<file path="config.mk">
export PLATFORM = sky130hd
export DESIGN_NAME = cmd_dispatch
export DESIGN_NICKNAME = d
export VERILOG_FILES = /design/src/rtl/cmd_pkg.sv /design/src/rtl/cmd_skid_buf.sv /design/src/rtl/cmd_dispatch.sv
export SDC_FILE = /design/constraint.sdc
export NUM_CORES = 1
export LEC_CHECK = 0
export ABC_AREA = 1
export CAP_MARGIN = 20
export CORE_MARGIN = 5
export CORE_UTILIZATION = 35
export DETAILED_ROUTE_END_ITERATION = 10
export PLACE_DENSITY = 0.58
export REMOVE_ABC_BUFFERS = 1
export SETUP_SLACK_MARGIN = 0.1
export SLEW_MARGIN = 5
export SYNTH_ARGS = -nofsm -noshare
export SYNTH_HDL_FRONTEND = slang
export SYNTH_SLANG_ARGS = --single-unit
</file>
<file path="constraint.sdc">
create_clock -name Clk -period 3.1 [get_ports Clk]
set_input_delay 0.62 -clock Clk [delete_from_list [all_inputs] [get_ports Clk]]
set_output_delay 0.62 -clock Clk [all_outputs]
set_load 0.02 [all_outputs]
</file>
<file path="src/rtl/cmd_pkg.sv">
`default_nettype none
// +----------------------------------------------------------------------+
// | cmd_pkg : occupancy encoding and buffer depth for cmd_dispatch       |
// | Revision: 1.0                                                        |
// +----------------------------------------------------------------------+
package cmd_pkg;

  localparam int CMD_BUF_DEPTH = 2;

  typedef enum logic [1:0] {
    OCC_EMPTY = 2'd0,
    OCC_ONE   = 2'd1,
    OCC_TWO   = 2'd2
  } occ_e;

endpackage : cmd_pkg
`default_nettype wire

</file>
<file path="src/rtl/cmd_skid_buf.sv">
`default_nettype none
// +----------------------------------------------------------------------+
// | cmd_skid_buf : 2-entry ordered head/skid buffer with occupancy FSM   |
// | Revision: 1.0                                                        |
// +----------------------------------------------------------------------+
module cmd_skid_buf
  import cmd_pkg::*;
#(
  parameter int WIDTH = 16
) (
  input  logic             clk,
  input  logic             rst,
  input  logic             capture_i,
  input  logic             pop_i,
  input  logic [WIDTH-1:0] data_i,
  output occ_e             occ_o,
  output logic [WIDTH-1:0] head_o
);

  occ_e             occ_q, occ_d;
  logic [WIDTH-1:0] head_q, head_d;
  logic [WIDTH-1:0] skid_q, skid_d;

  always_ff @(posedge clk or posedge rst) begin
    if (rst) begin
      occ_q  <= OCC_EMPTY;
      head_q <= '0;
      skid_q <= '0;
    end else begin
      occ_q  <= occ_d;
      head_q <= head_d;
      skid_q <= skid_d;
    end
  end

  always_comb begin
    occ_d  = occ_q;
    head_d = head_q;
    skid_d = skid_q;
    case (occ_q)
      OCC_EMPTY: begin
        if (capture_i) begin
          head_d = data_i;
          occ_d  = OCC_ONE;
        end
      end
      OCC_ONE: begin
        case ({capture_i, pop_i})
          2'b10: begin
            skid_d = data_i;
            occ_d  = OCC_TWO;
          end
          2'b01:   occ_d  = OCC_EMPTY;
          2'b11:   head_d = data_i;
          default: occ_d  = OCC_ONE;
        endcase
      end
      OCC_TWO: begin
        // Capture while full is excluded by the upstream credit check.
        if (pop_i) begin
          head_d = skid_q;
          if (capture_i) begin
            skid_d = data_i;
          end else begin
            occ_d = OCC_ONE;
          end
        end
      end
      default: occ_d = OCC_EMPTY;
    endcase
  end

  assign occ_o  = occ_q;
  assign head_o = head_q;

endmodule : cmd_skid_buf
`default_nettype wire

</file>
<file path="src/rtl/cmd_dispatch.sv">
`default_nettype none
// +----------------------------------------------------------------------+
// | cmd_dispatch : drains a 1-cycle-latency command FIFO into a          |
// | valid/ready stream. Optional StatCnt under CMD_DISPATCH_STAT_EN.     |
// | Revision: 1.0                                                        |
// +----------------------------------------------------------------------+
module cmd_dispatch
  import cmd_pkg::*;
#(
  parameter int WIDTH = 16
) (
  input  logic             Clk,
  input  logic             Reset,
  input  logic             FifoEmpty,
  output logic             FifoRdEn,
  input  logic [WIDTH-1:0] FifoQ,
  output logic             CmdValid,
  input  logic             CmdReady,
  output logic [WIDTH-1:0] CmdData,
`ifdef CMD_DISPATCH_STAT_EN
  output logic [15:0]      StatCnt,
`endif
  output logic             Busy
);

  occ_e       w_occ;
  logic       inflight_q, inflight_d;
  logic       w_fire;
  logic [2:0] w_pending;

  assign CmdValid  = (w_occ != OCC_EMPTY);
  assign w_fire    = CmdValid && CmdReady;
  // Slots committed after this edge; fire only occurs with occupancy >= 1.
  assign w_pending = {1'b0, w_occ} + {2'b00, inflight_q} - {2'b00, w_fire};
  assign FifoRdEn  = !Reset && !FifoEmpty && (w_pending < 3'(CMD_BUF_DEPTH));
  assign inflight_d = FifoRdEn;
  assign Busy      = CmdValid || inflight_q;

  always_ff @(posedge Clk or posedge Reset) begin
    if (Reset) begin
      inflight_q <= 1'b0;
    end else begin
      inflight_q <= inflight_d;
    end
  end

  cmd_skid_buf #(
    .WIDTH (WIDTH)
  ) u_buf (
    .clk       (Clk),
    .rst       (Reset),
    .capture_i (inflight_q),
    .pop_i     (w_fire),
    .data_i    (FifoQ),
    .occ_o     (w_occ),
    .head_o    (CmdData)
  );

`ifdef CMD_DISPATCH_STAT_EN
  logic [15:0] stat_q, stat_d;

  assign stat_d = w_fire ? stat_q + 16'd1 : stat_q;

  always_ff @(posedge Clk or posedge Reset) begin
    if (Reset) begin
      stat_q <= '0;
    end else begin
      stat_q <= stat_d;
    end
  end

  assign StatCnt = stat_q;
`endif

endmodule : cmd_dispatch
`default_nettype wire
</file>
# ---- After elaboration in Yosys (flattened, before gate mapping)
# Index checks and enable logic that the tools add are counted.
# Widths: inputs -> output; s select.
dict set report classes {
  mux 12
  n_lt_le_gt_ge 1
  n_eq_ne 12
  reduce_logical 13
  n_addsub 2
}
# op n
set ops {}
lappend ops {{$mux 16} 5}
lappend ops {{$pmux 16 s3} 1}
lappend ops {{$pmux 16 s2} 1}
lappend ops {{$pmux 2 s3} 2}
lappend ops {{$reduce_and 4->1} 3}
lappend ops {{$ne 2x2->1 const B} 5}
lappend ops {{$eq 2x2->1 const B} 3}
lappend ops {{$mux 2} 3}
lappend ops {{$eq 2x1->1 const B} 2}
lappend ops {{$ne 2x1->1 const B} 2}
lappend ops {{$reduce_bool 2->1} 2}
lappend ops {{$add 2x1->3} 1}
lappend ops {{$logic_and 1x1->1} 3}
lappend ops {{$lt 3x2->1 const B} 1}
lappend ops {{$reduce_bool 3->1} 1}
lappend ops {{$sub 3x1->3} 1}
lappend ops {{$logic_not 1->1} 2}
lappend ops {{$logic_not 2->1} 1}
lappend ops {{$logic_or 1x1->1} 1}
dict set report word_totals {
  regBits 35
  elab_cells 44
  inputBits 20
}

# ---- Depth between registers and ports, before layout
dict set report depth {
  depth_word 5
  depth_mapped 11
}

# ---- Modules after synthesis
# A second synthesis with hierarchy kept.
dict set report unflattened {
  cells_unflattened 235
  area_unflattened_um2 1866.8
}
# module cells_per_inst n_inst area_per_inst_um2
set modules_own_cells {}
lappend modules_own_cells {cmd_skid_buf 217 1 1742.9}
lappend modules_own_cells {cmd_dispatch 18 1 123.9}

# ---- Least setup slack after synthesis
# OpenSTA, ideal clock, no wires.
dict set report synth_path {
  path_kind {in2out}
  start {in CmdReady}
  end {out FifoRdEn}
  setup_slack_ps 381
  t_required_ps 2480
  path_stages 8
  t_arrival_ps 2099
  path_cell_list {clkbuf_2 nand2_2 buf_2 nand2_1 nand2_1 fa_1 nand2_1 nor2_1}
}
dict set report synth_between {
  elab_chain_len 4
}
# item line_no
set synth_lines {}
lappend synth_lines {{start: declaration} cmd_dispatch.sv:18} ;# input logic CmdReady,
lappend synth_lines {{$logic_and 1x1->1} cmd_dispatch.sv:32} ;# assign w_fire = CmdValid && CmdReady;
lappend synth_lines {{$sub 3x1->3} cmd_dispatch.sv:34} ;# assign w_pending = {1'b0, w_occ} + {2'b00, inflight_q} - {2'b00, w_fire};
lappend synth_lines {{$lt 3x2->1} cmd_dispatch.sv:35} ;# assign FifoRdEn = !Reset && !FifoEmpty && (w_pending < 3'(CMD_BUF_DEPTH));
lappend synth_lines {{$logic_and 1x1->1} cmd_dispatch.sv:35}
lappend synth_lines {{end: declaration} cmd_dispatch.sv:15} ;# output logic FifoRdEn,
# Every way passes these cells.

# ---- Worst setup path after layout
# Same ends and word-level chain as after synthesis.

==> flow_summary_export.csv <==
group,metric,value,unit
status,status,"finished clean",
synth,yosysUniqueCellTypes,20,
finish,instances_no_fill,340,
floorplan,core_region_area,0.00507,sq mm
cts,clockBufferDepth,2,
global_route,grt_pass1_wl,7110,um
global_route,grt-ovfl-total,0,
job,drv_cap,0,
setup_path,cp.arrival,2210,ps
detailed_routing,drt-initial-drc-count,89,
finish,num_antenna_cells,0,
floorplan,ioPinCount,39,
detailed_routing,ant_nets,0,
global_route,grt_max_degree,36,
synth,synth_seq_cells,35,
setup_path,path_class,"in -> out",
synth,avgSynthCellArea,7.86,sq um
cts,root_buffer,"clkbuf_8",
timing,maxSlewHeadroom,0.701,
floorplan,start_util,0.356,
synth,ys_warn_count,0,
detailed_routing,drc,0,
cts,clk_pin_slew,70,ps
cts,htreeDepth,2,
cts,cts_made_buffers,5,
setup_path,end_kind,"output pin",
floorplan,die_w,81.9,um
synth,seq_area_frac_synth,0.484,
finish,fin_util,0.462,
synth,syn_area,0.00181,sq mm
timing,worst_clock_skew,10.1,ps
finish,synthToLayoutAreaGrowth,29.7,%
timing,fmax,0.354,GHz
global_route,grt_usage,0.139,
synth,synth_cells,230,
timing,report.final.slew_viol_count,0,
cts,clk_latency,300,ps
detailed_routing,wl_per_cell,12.6,um
place,post-dp-hpwl,2880,um
timing,min_period_over_period,0.911,
setup_path,crit_path_start_kind,"input port",
power_and_ir_drop,cellPowerDensity,954,mW/mm^2
place,dp_cells,332,
global_route,antenna_found_initial,0,
cts,cts_tree,"built",
place,portBuffers,38,
timing,fin_crit,2830,ps
floorplan,num_rows,26,
place,gp_routability_congestion,0.832,
timing,worst_pin_slew,449,ps
floorplan,dieHeight,81.9,um
finish,drive_above_1_share,0.0963,
timing,rsz0062_at_grt,"false",
setup_path,crit_fanout,3,
cts,clock_sinks,35,
timing,setup_violations,0,
detailed_routing,firstDrtPassIters,6,
detailed_routing,wirelength,4280,um
worst_hold_path,hold_class,"reg -> reg",
setup_path,reg2reg_slack,1260,ps
finish,fin_area,0.00234,sq mm
power_and_ir_drop,max-vdd-ir-drop,289,uV
setup_path,required,2480,ps
global_route,grt_pass1_vias,1480,
power_and_ir_drop,finalPower,2.24,mW
finish,nets,292,
timing,hold_violations,0,
power_and_ir_drop,p_leak,1.23,nW
floorplan,die_area,0.00670,sq mm
detailed_routing,vias_per_cell,4.60,
detailed_routing,via_count,1565,
place,placed_cell_area,0.00224,sq mm
[path summary, 6_finish.rpt]
check	start	endpoint	cells past startpoint
setup / recovery	CmdReady	FifoRdEn	9
hold / removal	u_buf.head_o[6]$_DFFE_PP0P_	u_buf.head_o[6]$_DFFE_PP0P_	2
setup reg to reg	u_buf.occ_o[0]$_DFFE_PP0P_	u_buf.skid_q[0]$_DFFE_PP0P_	8
hold reg to reg	u_buf.head_o[6]$_DFFE_PP0P_	u_buf.head_o[6]$_DFFE_PP0P_	2
max in group asynchronous	Reset	u_buf.skid_q[8]$_DFFE_PP0P_	3
min in group asynchronous	Reset	u_buf.head_o[14]$_DFFE_PP0P_	3
[where the power goes]
group | total [mW] | internal [mW] | switching, mW
sequential | 0.788 | 0.663 | 0.125
combinational | 1.03 | 0.435 | 0.594
clock | 0.420 | 0.239 | 0.181
[critical path, cell delays in order]
cell             delay (ps)
clkdlybuf4s50_1         450
inv_1                    70
nand2_1                  60
nand2_1                  80
nand2_1                  60
fa_1                    510
nand2_1                  50
nor2_1                  130
clkbuf_2                190
[logic make-up after synthesis]
logic type,Yosys count,share of synthesized area
flip-flops,35,0.484
buffers and inverters,19,0.0630
AO/OA/AOI/OAI,1,0.00415
XOR/XNOR,1,0.00485
adder cells (fa/ha/maj),3,0.0249
AND/OR/NAND/NOR,171,0.419
[synthesized netlist by cell type]
cell      number  area share
xor2_1         1      0.0048
buf_2          6       0.017
buf_6          3       0.019
nand3_1       51        0.14
clkbuf_2       1      0.0028
inv_1          4      0.0083
nor2_1         3      0.0062
nand4_4        1       0.012
o21bai_1       1      0.0042
nand2_2        3       0.010
inv_2          2      0.0042
nand2_1      108        0.22
buf_4          3       0.012
nand4_1        1      0.0035
nand3_2        1      0.0055
fa_1           1       0.011
nor2_2         1      0.0035
dfrtp_1       35        0.48
ha_1           2       0.014
nand2_4        2       0.012
[metal layers]
metal | share of wire | GRT usage
met5 | 0 | 0
met4 | 0.018 | 0.0548
met1 | 0.50 | 0.195
met2 | 0.44 | 0.205
met3 | 0.048 | 0.0340
[final cells by class]
class	count	area, sq um
clock buffers	5	68.8
clock inverters	3	43.8
fillers	536	2730
inverters	6	22.5
multi-input cells	176	818
flip-flops and latches	35	876
well taps	70	87.6
repair buffers	45	428
[state kept, by name, summed over array words and instances (netlist names)]
signal	cells
u_buf.skid_q	16
inflight_q	1
u_buf.head_o	16
u_buf.occ_o	2
[cell usage in the layout, fill, tap and decap left out, types with 2 or more instances in the layout]
cell type / instances
nor2_1: 3
clkdlybuf4s50_1: 37
nand2_4: 2
inv_2: 2
nand2_2: 3
dfrtp_1: 35
inv_1: 4
buf_4: 7
nand3_1: 51
clkbuf_8: 5
nand2_1: 108
ha_1: 2
[per-stage QoR]
stage          hold slack (ps)  setup WS, ps  setup TNS [ps]
6_report                   508           274               0
5_1_grt                    541           105               0
4_1_cts                    516           100               0
3_5_place_dp               494          -174            -174
3_3_place_gp               493          -153            -153
2_1_floorplan              479           120               0
[repair_timing]
item | CTS | global route
setup endpoints to repair | 1 | 1
gates resized for setup | 1 | 2
buffers inserted | 0 | 0
hold buffers | 0 | 0
Power figures use the tool's default switching activity.
